**src/rtl/i2c_arbiter.sv**
```systemverilog
// i2c_arbiter: shares one i2c_master command interface between two clients.
// Grants ownership round-robin, muxes command/data-handshake signals to and
// from the granted client, and holds a GAP interval between ownerships so the
// master can finish its STOP before the next start.
//
// Optional feature macro: I2C_ARB_TIMEOUT_EN (hold timeout with per-client lockout).
//
// Ports:
//   clk, reset (async, active-low)
//   req0/req1 in, gnt0/gnt1 out       ownership request / registered grant
//   c0_*/c1_* in                      client command fields
//   c0_*/c1_* out                     master responses routed to granted client
//   i2c_* out / in                    master command interface
//   busy, owner, timeout out          status
module i2c_arbiter #(
  parameter int unsigned GAP_CYCLES   = 1000,
  parameter int unsigned HOLD_TIMEOUT = 200000
) (
  input  logic       clk,
  input  logic       reset,
  input  logic       req0,
  input  logic       req1,
  output logic       gnt0,
  output logic       gnt1,
  input  logic       c0_start,
  input  logic       c1_start,
  input  logic [6:0] c0_slave_addr,
  input  logic [6:0] c1_slave_addr,
  input  logic       c0_rw,
  input  logic       c1_rw,
  input  logic [7:0] c0_nbytes,
  input  logic [7:0] c1_nbytes,
  input  logic [7:0] c0_write_data,
  input  logic [7:0] c1_write_data,
  output logic [7:0] c0_read_data,
  output logic [7:0] c1_read_data,
  output logic       c0_tx_data_req,
  output logic       c1_tx_data_req,
  output logic       c0_rx_data_ready,
  output logic       c1_rx_data_ready,
  output logic       i2c_start,
  output logic [6:0] i2c_slave_addr,
  output logic       i2c_rw,
  output logic [7:0] i2c_nbytes,
  output logic [7:0] i2c_write_data,
  input  logic [7:0] i2c_read_data,
  input  logic       i2c_tx_data_req,
  input  logic       i2c_rx_data_ready,
  output logic       busy,
  output logic       owner,
  output logic       timeout
);

  typedef enum logic [1:0] {IDLE, GRANT0, GRANT1, GAP} state_t;

  state_t      state, next;
  logic [23:0] gap_cnt;
  logic        elig0, elig1;

  // Elaboration-time parameter range guard.
  if (GAP_CYCLES < 1 || GAP_CYCLES > 24'hFFFFFF ||
      HOLD_TIMEOUT < 1 || HOLD_TIMEOUT > 24'hFFFFFF) begin : g_param_check
    $error("i2c_arbiter: GAP_CYCLES/HOLD_TIMEOUT out of range 1..2^24-1");
  end

`ifdef I2C_ARB_TIMEOUT_EN
  logic [23:0] hold_cnt;
  logic        lock0, lock1;
  logic        fire;

  assign elig0 = req0 & ~lock0;
  assign elig1 = req1 & ~lock1;
`else
  assign elig0   = req0;
  assign elig1   = req1;
  assign timeout = 1'b0;
`endif

  always_comb begin
    next = state;
`ifdef I2C_ARB_TIMEOUT_EN
    fire = 1'b0;
`endif
    case (state)
      IDLE: begin
        // owner remembers the last holder, so contention goes to the other one
        if (elig0 && elig1) next = owner ? GRANT0 : GRANT1;
        else if (elig0)     next = GRANT0;
        else if (elig1)     next = GRANT1;
      end
      GRANT0: begin
        if (!req0) next = GAP;
`ifdef I2C_ARB_TIMEOUT_EN
        else if (hold_cnt == 24'(HOLD_TIMEOUT - 1)) begin
          next = GAP;
          fire = 1'b1;
        end
`endif
      end
      GRANT1: begin
        if (!req1) next = GAP;
`ifdef I2C_ARB_TIMEOUT_EN
        else if (hold_cnt == 24'(HOLD_TIMEOUT - 1)) begin
          next = GAP;
          fire = 1'b1;
        end
`endif
      end
      GAP: begin
        if (gap_cnt == '0) next = IDLE;
      end
      default: next = IDLE;
    endcase
  end

  always_ff @(posedge clk or negedge reset) begin
    if (!reset) begin
      state   <= IDLE;
      owner   <= 1'b1;
      gap_cnt <= '0;
    end else begin
      state <= next;
      if (next == GRANT0) owner <= 1'b0;
      if (next == GRANT1) owner <= 1'b1;
      if (next == GAP && state != GAP) gap_cnt <= 24'(GAP_CYCLES - 1);
      else if (state == GAP && gap_cnt != '0) gap_cnt <= gap_cnt - 24'd1;
    end
  end

`ifdef I2C_ARB_TIMEOUT_EN
  always_ff @(posedge clk or negedge reset) begin
    if (!reset) begin
      hold_cnt <= '0;
      lock0    <= 1'b0;
      lock1    <= 1'b0;
      timeout  <= 1'b0;
    end else begin
      timeout <= fire;
      if (state != next) hold_cnt <= '0;
      else if (state == GRANT0 || state == GRANT1) hold_cnt <= hold_cnt + 24'd1;
      // A forced release always happens with req still high, so set and
      // clear of the same lock bit never coincide.
      if (fire && state == GRANT0) lock0 <= 1'b1;
      else if (!req0)              lock0 <= 1'b0;
      if (fire && state == GRANT1) lock1 <= 1'b1;
      else if (!req1)              lock1 <= 1'b0;
    end
  end
`endif

  assign gnt0 = (state == GRANT0);
  assign gnt1 = (state == GRANT1);
  assign busy = (state != IDLE);

  always_comb begin
    i2c_start        = 1'b0;
    i2c_slave_addr   = '0;
    i2c_rw           = 1'b0;
    i2c_nbytes       = '0;
    i2c_write_data   = '0;
    c0_read_data     = '0;
    c0_tx_data_req   = 1'b0;
    c0_rx_data_ready = 1'b0;
    c1_read_data     = '0;
    c1_tx_data_req   = 1'b0;
    c1_rx_data_ready = 1'b0;
    if (state == GRANT0) begin
      i2c_start        = c0_start;
      i2c_slave_addr   = c0_slave_addr;
      i2c_rw           = c0_rw;
      i2c_nbytes       = c0_nbytes;
      i2c_write_data   = c0_write_data;
      c0_read_data     = i2c_read_data;
      c0_tx_data_req   = i2c_tx_data_req;
      c0_rx_data_ready = i2c_rx_data_ready;
    end else if (state == GRANT1) begin
      i2c_start        = c1_start;
      i2c_slave_addr   = c1_slave_addr;
      i2c_rw           = c1_rw;
      i2c_nbytes       = c1_nbytes;
      i2c_write_data   = c1_write_data;
      c1_read_data     = i2c_read_data;
      c1_tx_data_req   = i2c_tx_data_req;
      c1_rx_data_ready = i2c_rx_data_ready;
    end
  end

endmodule
```
**config.mk**
```make
export PLATFORM = sky130hd
export DESIGN_NAME = i2c_arbiter
export DESIGN_NICKNAME = d
export VERILOG_FILES = /design/src/rtl/i2c_arbiter.sv
export SDC_FILE = /design/constraint.sdc
export NUM_CORES = 1
export LEC_CHECK = 0
export BUFFER_PORTS_ARGS = -buffer_cell sky130_fd_sc_hd__buf_2
export CORE_MARGIN = 10
export CORE_UTILIZATION = 40
export CTS_CLUSTER_SIZE = 40
export DETAILED_ROUTE_END_ITERATION = 6
export MAX_ROUTING_LAYER = met4
export PLACE_DENSITY = 0.75
export SYNTH_ARGS = -nofsm -noshare
export SYNTH_HDL_FRONTEND = slang
export SYNTH_SLANG_ARGS = --single-unit
```
**constraint.sdc**
```tcl
create_clock -name clk -period 6.5 [get_ports clk]
set_input_delay 0.325 -clock clk [delete_from_list [all_inputs] [get_ports clk]]
set_output_delay 0.325 -clock clk [all_outputs]
set_load 0.005 [all_outputs]
```
==> results.sh, run 1 <==
export IMPL_dpl_cell_area_um2=2410
export IMPL_setup_violations=0
export IMPL_hold_violations=0
export IMPL_via_per_inst=5.40
export IMPL_path_cells="or4_1 > or4b_4 > or2_1 > a211o_1 > ha_1 > nand2_1 > nand2_1 > o31a_1"
export IMPL_portBuffers=112
export IMPL_numCtsBuffers=3
export IMPL_synth_edf_count=0
export IMPL_fmax_mhz=302
export IMPL_ios=114
export IMPL_synth_top_area_share_pct=35.1
export IMPL_grt_first_pass_wirelength_mm=8.67
export IMPL_clockRootBuffer="clkbuf_8"
export IMPL_die_area_um2=7760
export IMPL_grt_pass1_vias=1647
export IMPL_worstPathArrival_ns=3.48
export IMPL_ff_latch_area_um2=677
export IMPL_routed_wl_mm=6.09
export IMPL_clock_path_buffers=2
export IMPL_ys_ff_latch=27
export IMPL_vdd_drop_max_v=0.000119
export IMPL_yosys_top_cells_area="dfrtp_1 (35%), a22o_1 (12%), and2_1 (7.4%), nor2_1 (4.5%), xor2_1 (3.8%)"
export IMPL_crit_path_frequent_cell="nand2_1"
export IMPL_antenna_found_initial=0
export IMPL_min_path_type="input pin to asynchronous set/reset pin"
export IMPL_gp_congestion=0.901
export IMPL_min_period_over_period_pct=51.0
export IMPL_clk_latency_ns=0.27
export IMPL_clock_sinks=27
export IMPL_clkTransAtPathRegs_ns=0.09
export IMPL_dp_hpwl_mm=4.94
export IMPL_fin_cells=358
export IMPL_n_antenna_cell=0
export IMPL_start_util_pct=42.0
export IMPL_max_stage_delay_ns=0.64
export IMPL_yosysSeqAreaShare_pct=36.5
export IMPL_core_rowCount=24
export IMPL_drc_errors=0
export IMPL_core_um2=4410
export IMPL_dp_cells=354
export IMPL_min_period_ns=3.31
export IMPL_fill_cells=409
export IMPL_die_h_um=88.1
export IMPL_grt_start_max_net_pins=38
export IMPL_yosys_warnings=0
export IMPL_postCtsSetupBuffers=0
export IMPL_grt_setup_unrepaired="false"
export IMPL_yosys_most_used_dff="dfrtp_1"
export IMPL_cp_start_kind="flip-flop"
export IMPL_crit_path_end_kind="flip-flop"
export IMPL_cp_buffers_inverters=0
export IMPL_multiInputGateArea_um2=1100
export IMPL_nets=374
export IMPL_synthTopCellsByCount="dfrtp_1 (26), a22o_1 (25), and2_1 (22), nor2_1 (22), clkbuf_1 (11)"
export IMPL_ant_nets=0
export IMPL_first_pass_iters=4
export IMPL_wl_per_cell_um=17.0
export IMPL_syn_inst=207
export IMPL_path_max_fanout=13
export IMPL_leakage_nw=1.28
export IMPL_post_cts_resized=0
export IMPL_critPathKind="flip-flop to flip-flop"
export IMPL_syn_area_per_cell_um2=8.96
export IMPL_worst_pin_slew_ns=1.26
export IMPL_timing_slew_headroom_pct=15.6
export IMPL_htreeDepth=1
export IMPL_power_density_nw_per_um2=212
export IMPL_fin_area_um2=2460
export IMPL_slowest_stage="or4_1"
export IMPL_final_setup_tns_ns=0
export IMPL_grt_usage_pct=14.1
export IMPL_drv_slew=0
export IMPL_die_w_um=88.1
export IMPL_vias=1932
export IMPL_drive_above_1_share_pct=40.2
export IMPL_yosys_cell_count_top_type="dfrtp_1"
export IMPL_synth_cell_types=44
export IMPL_synth_nets=274
export IMPL_grt_overflow_total=0
export IMPL_cpLargestDelayFamily="simple AND/OR/NAND/NOR gates"
export IMPL_cap_violations=0
export IMPL_area_delta_synth_final_pct=32.6
export IMPL_startpoint="gap_cnt[12]"
export IMPL_syn_cell_area_um2=1850
export IMPL_fin_hold_ws_ns=0.0416
export IMPL_cts_tree="yes"
export IMPL_skew_ns=0.00446
export IMPL_timing_rr_start="gap_cnt[12]"
export IMPL_cts_hold_buffers=0
export IMPL_status="complete, no violations"
export IMPL_worstPathRequired_ns=6.66
export IMPL_yosysTopAreaCell="dfrtp_1"
export IMPL_async_reset_ff_share_pct=100
export IMPL_drtIter0Drc=86
==> stage by stage <==
| step | util (%) | setup WS, ns | power [mW] |
|---|---|---|---|
| floorplan | - | 3.33 | 0.349 |
| global placement | 54.7 | 3.25 | 0.430 |
| detailed placement | 54.7 | 3.22 | 0.432 |
| CTS | 55.7 | 3.20 | 0.526 |
| global route | 55.7 | 3.00 | 0.562 |
| finish | 55.7 | 3.19 | 0.521 |
==> state kept, by name (all words and copies together), names as in the netlist <==
register	cells
owner	1
state	2
gap_cnt	24
==> cell families (layout without fill, tap and decap cells) <==
kind of cell | after synthesis | in the layout | share of synthesized area [%]
fa+ha+maj | 3 | 3 | 2.02
simple gates | 87 | 87 | 26.2
other cells | 1 | 1 | 0.202
flops | 27 | 27 | 36.5
mux | 5 | 5 | 2.77
xor+xnor | 8 | 8 | 3.78
buf+inv | 20 | 119 | 4.45
compound gates | 56 | 56 | 24.0
==> layout by cell type (no fill, tap or decap), drive strengths merged, types with 2 or more instances in the layout <==
cell type,instances
nor4b,2
nor2b,3
o21ai,7
or2,3
o41ai,5
o211ai,3
buf,112
o2111ai,2
a22o,25
nand2,8
o31ai,3
and2,22
mux2i,4
dfrtp,26
nor3,3
nor4,5
or4,4
clkbuf,4
a211o,2
inv,3
ha,3
nor2,22
nand4,4
nand3,4
xor2,8
a21oi,3
o311ai,4
==> report_power, final <==
part / total, mW / internal (mW) / switching (mW) / leakage, nW
clock network: 0.0932 / 0.0439 / 0.0493 / 0.0228
registers: 0.222 / 0.196 / 0.0259 / 0.330
logic: 0.205 / 0.0967 / 0.108 / 0.923
total: 0.521 / 0.337 / 0.184 / 1.28
==> layout make-up <==
cell class,count,area share [%]
multi-input combinational,160,44.7
sequential,27,27.5
timing repair buffer,112,22.8
tap,52,2.65
clock buffer,4,1.83
inverter,3,0.458
==> final timing paths <==
path	end	slack, ns	cells past startpoint
max reg2reg	gap_cnt[9]	3.19	8
min reg2reg	gap_cnt[15]	0.48	1
min	gap_cnt[3]	0.04	1
max in group asynchronous	gap_cnt[21]	6.08	1
min in group clk	state[1]	0.44	3
max	gap_cnt[9]	3.19	8
==> routing by layer <==
| metal | global-route usage, % | part of all wire [%] |
|---|---|---|
| met2 | 24.5 | 51 |
| met4 | 2.57 | 0.67 |
| met1 | 15.3 | 37 |
| met5 | - | 0 |
| met3 | 4.74 | 11 |
==> worst register-to-register path, cell delays in order (launching register included) <==
cell and delay [ns]:
dfrtp_1 0.44, or4_1 0.64, or4b_4 0.56, or2_1 0.33
a211o_1 0.36, ha_1 0.22, nand2_1 0.32, nand2_1 0.11
o31a_1 0.24
No activity file was read; power rests on OpenSTA's default activity.
==> run 2, diff against run 1 <==
--- a/config.mk
+++ b/config.mk
@@ -5,13 +5,14 @@
 export SDC_FILE = /design/constraint.sdc
 export NUM_CORES = 1
 export LEC_CHECK = 0
+export ABC_AREA = 1
 export BUFFER_PORTS_ARGS = -buffer_cell sky130_fd_sc_hd__buf_2
 export CORE_MARGIN = 10
 export CORE_UTILIZATION = 40
 export CTS_CLUSTER_SIZE = 40
 export DETAILED_ROUTE_END_ITERATION = 6
 export MAX_ROUTING_LAYER = met4
-export PLACE_DENSITY = 0.75
+export PLACE_DENSITY = 0.74
 export SYNTH_ARGS = -nofsm -noshare
 export SYNTH_HDL_FRONTEND = slang
 export SYNTH_SLANG_ARGS = --single-unit
==> constraint.sdc (replaced) <==
create_clock -name clk -period 2.9 [get_ports clk]
set_input_delay 0.145 -clock clk [delete_from_list [all_inputs] [get_ports clk]]
set_output_delay 0.145 -clock clk [all_outputs]
set_load 0.005 [all_outputs]
==> results.sh, run 2 <==
export IMPL_reg_top3="gap_cnt x24, state x2, owner x1"
export IMPL_yosys_warnings=0
export IMPL_p_seq_share_pct=31.8
export IMPL_clockRootBuffer="clkbuf_8"
export IMPL_timing_rr_start="gap_cnt[0]"
export IMPL_yosys_cell_count_top_type="nand2_1"
export IMPL_drtIter0Drc=102
export IMPL_cp_buffers_inverters=4
export IMPL_synth_top_area_share_pct=28.5
export IMPL_yosysSeqAreaShare_pct=29.6
export IMPL_ant_nets=0
export IMPL_routed_wl_mm=7.94
export IMPL_hold_start="req1"
export IMPL_worst_pin_slew_ns=0.624
export IMPL_slowest_stage="dfrtp_1"
export IMPL_grt_start_max_net_pins=28
export IMPL_cp_start_kind="flip-flop"
export IMPL_htreeDepth=1
export IMPL_cap_violations=0
export IMPL_vias=2592
export IMPL_postCtsSetupBuffers=0
export IMPL_area_delta_synth_final_pct=29.0
export IMPL_min_path_type="input pin to flip-flop"
export IMPL_start_util_pct=41.5
export IMPL_clock_sinks=27
export IMPL_dp_hpwl_mm=6.56
export IMPL_syn_inst=343
export IMPL_core_rowCount=27
export IMPL_startpoint="gap_cnt[0]"
export IMPL_critPathKind="flip-flop to flip-flop"
export IMPL_grt_overflow_total=0
export IMPL_yosysTopAreaCell="dfrtp_1"
export IMPL_fmax_mhz=379
export IMPL_final_common_cell="buf_2"
export IMPL_via_per_inst=4.94
export IMPL_drv_slew=0
export IMPL_clk_latency_ns=0.27
export IMPL_clock_path_buffers=2
export IMPL_yosys_top_cells_area="dfrtp_1 (28%), nand2_1 (13%), nor2_1 (10%), a22o_1 (9.6%), inv_1 (6.9%)"
export IMPL_max_stage_delay_ns=0.39
export IMPL_synth_cell_types=32
export IMPL_synth_nets=410
export IMPL_yosys_most_used_dff="dfrtp_1"
export IMPL_synthTopCellsByCount="nand2_1 (78), nor2_1 (63), inv_1 (42), nand3_1 (28), dfrtp_1 (26)"
export IMPL_syn_area_per_cell_um2=6.66
export IMPL_syn_cell_area_um2=2280
export IMPL_power_density_nw_per_um2=677
export IMPL_swShare_pct=49.6
export IMPL_n_antenna_cell=0
export IMPL_clkPwrFrac_pct=10.9
export IMPL_min_period_over_period_pct=91.1
export IMPL_clkTransAtPathRegs_ns=0.09
export IMPL_drive_above_1_share_pct=33.3
export IMPL_die_h_um=95.6
export IMPL_p_int_mw=1.01
export IMPL_largest_register_ffs=24
export IMPL_final_setup_tns_ns=0
export IMPL_top_register="gap_cnt"
export IMPL_crit_path_end_kind="flip-flop"
export IMPL_first_pass_iters=4
export IMPL_die_w_um=95.6
export IMPL_power_switching_mw=0.989
export IMPL_drc_errors=0
export IMPL_final_cell_mix="buf_2 (112), nand2_1 (78), nor2_1 (63)"
export IMPL_worstPathArrival_ns=2.84
export IMPL_synth_edf_count=0
export IMPL_vdd_drop_max_v=0.000512
export IMPL_wl_per_cell_um=15.1
export IMPL_leakage_nw=1.75
export IMPL_portBuffers=112
export IMPL_cts_tree="yes"
export IMPL_numCtsBuffers=3
export IMPL_dpl_cell_area_um2=2890
export IMPL_path_cells="inv_1 > ha_1 > nand2_2 > nor2_2 > nand3_1 > nand2_2 > o2111ai_1 > ha_1 > inv_1 > nor2_2 > inv_2 > buf_4 > nand3_1 > o21ai_0"
export IMPL_skew_ns=0.00377
export IMPL_hold_violations=0
export IMPL_grt_setup_unrepaired="false"
export IMPL_grt_pass1_vias=2380
export IMPL_min_period_ns=2.64
export IMPL_timing_slew_headroom_pct=58.4
export IMPL_async_reset_ff_share_pct=100
export IMPL_core_um2=5510
export IMPL_p_comb_share_pct=57.3
export IMPL_die_area_um2=9130
export IMPL_grt_first_pass_wirelength_mm=12.0
export IMPL_antenna_found_initial=0
export IMPL_nets=521
export IMPL_ios=114
export IMPL_setup_violations=0
export IMPL_p_total_mw=2.00
export IMPL_grt_usage_pct=16.4
export IMPL_worstPathRequired_ns=3.10
export IMPL_status="complete, no violations"
export IMPL_ys_ff_latch=27
export IMPL_cpLargestDelayFamily="simple AND/OR/NAND/NOR gates"
export IMPL_path_max_fanout=10
export IMPL_fin_area_um2=2950
export IMPL_fill_cells=538
export IMPL_gp_congestion=0.985
[run 2: changes by cell type in the layout (fill, tap and decap cells not counted), moves of 7 or more]
cell and delta:
nor2_2 +7, and2_1 -22, nor2_1 +41, nand2_2 +13, inv_1 +40, nand4_1 +7, nand3_1 +24, nand2_1 +70
[run 2: per-stage QoR]
step / util (%) / hold WS, ns / cells / setup WS, ns
6_report: 53.5 / 0.173 / 525 / 0.259
5_1_grt: 53.5 / 0.225 / 525 / 0.0251
4_1_cts: 53.5 / 0.166 / 525 / 0.272
3_5_place_dp: 52.5 / 0.194 / 520 / 0.288
3_3_place_gp: 52.5 / 0.193 / 520 / 0.391
2_1_floorplan: - / -0.151 / 343 / 0.645
[run 2: layout make-up]
| type | instances | area, µm² | area share, % |
|---|---|---|---|
| multi-input cells | 260 | 1350 | 45.8 |
| inverters | 45 | 170 | 5.77 |
| clock inverters | 1 | 5.00 | 0.170 |
| clock buffers | 3 | 41.3 | 1.40 |
| well taps | 72 | 90.1 | 3.06 |
| repair buffers | 117 | 613 | 20.8 |
| flip-flops and latches | 27 | 677 | 23.0 |
[run 2: final timing paths]
path | end | slack, ns | cells after the start
max | gap_cnt[13] | 0.26 | 14
max reg2reg | gap_cnt[13] | 0.26 | 14
min | state[0] | 0.17 | 4
min in group asynchronous | gap_cnt[18] | 0.41 | 2
min reg2reg | gap_cnt[1] | 0.52 | 1
max in group asynchronous | gap_cnt[10] | 2.08 | 2
[run 2: worst reg2reg max path, cell delays in order (launching register included)]
cell,delay (ns)
dfrtp_1,0.39
inv_1,0.13
ha_1,0.31
nand2_2,0.13
nor2_2,0.16
nand3_1,0.10
nand2_2,0.12
o2111ai_1,0.17
ha_1,0.25
inv_1,0.09
nor2_2,0.10
inv_2,0.15
buf_4,0.20
nand3_1,0.09
o21ai_0,0.16
[run 2: cell families after synthesis]
family	Yosys count	share of synthesized area, %
multiplexers	1	0.493
flip-flops	27	29.6
other	1	0.164
adder cells (fa/ha/maj)	3	1.64
AND/OR/NAND/NOR	204	39.8
XOR/XNOR	6	2.30
buffers and inverters	56	11.2
AO/OA/AOI/OAI	45	14.7
[run 2: repair_timing]
| action | 4_1_cts | 5_1_grt |
|---|---|---|
| gates resized for setup | 0 | 0 |
| endpoints found under the hold margin | 26 | 0 |
| hold buffers | 1 | 0 |
[run 2: power by group through the flow]
stage	logic (mW)	registers [mW]	clock network [mW]
floorplan	0.850	0.601	0
global placement	1.13	0.636	0
detailed placement	1.14	0.637	0
CTS	1.15	0.631	0.229
global route	1.30	0.653	0.247
finish	1.14	0.634	0.218
[run 2: metal layers]
metal	vias up	GRT usage (%)	wire length (µm)	part of all wire (%)
met3	12	4.01	929	12
li1	1332	-	-	-
met1	1131	18.1	3060	39
met5	-	-	0	0
met2	117	28.4	3760	47
met4	0	5.28	197	2.5
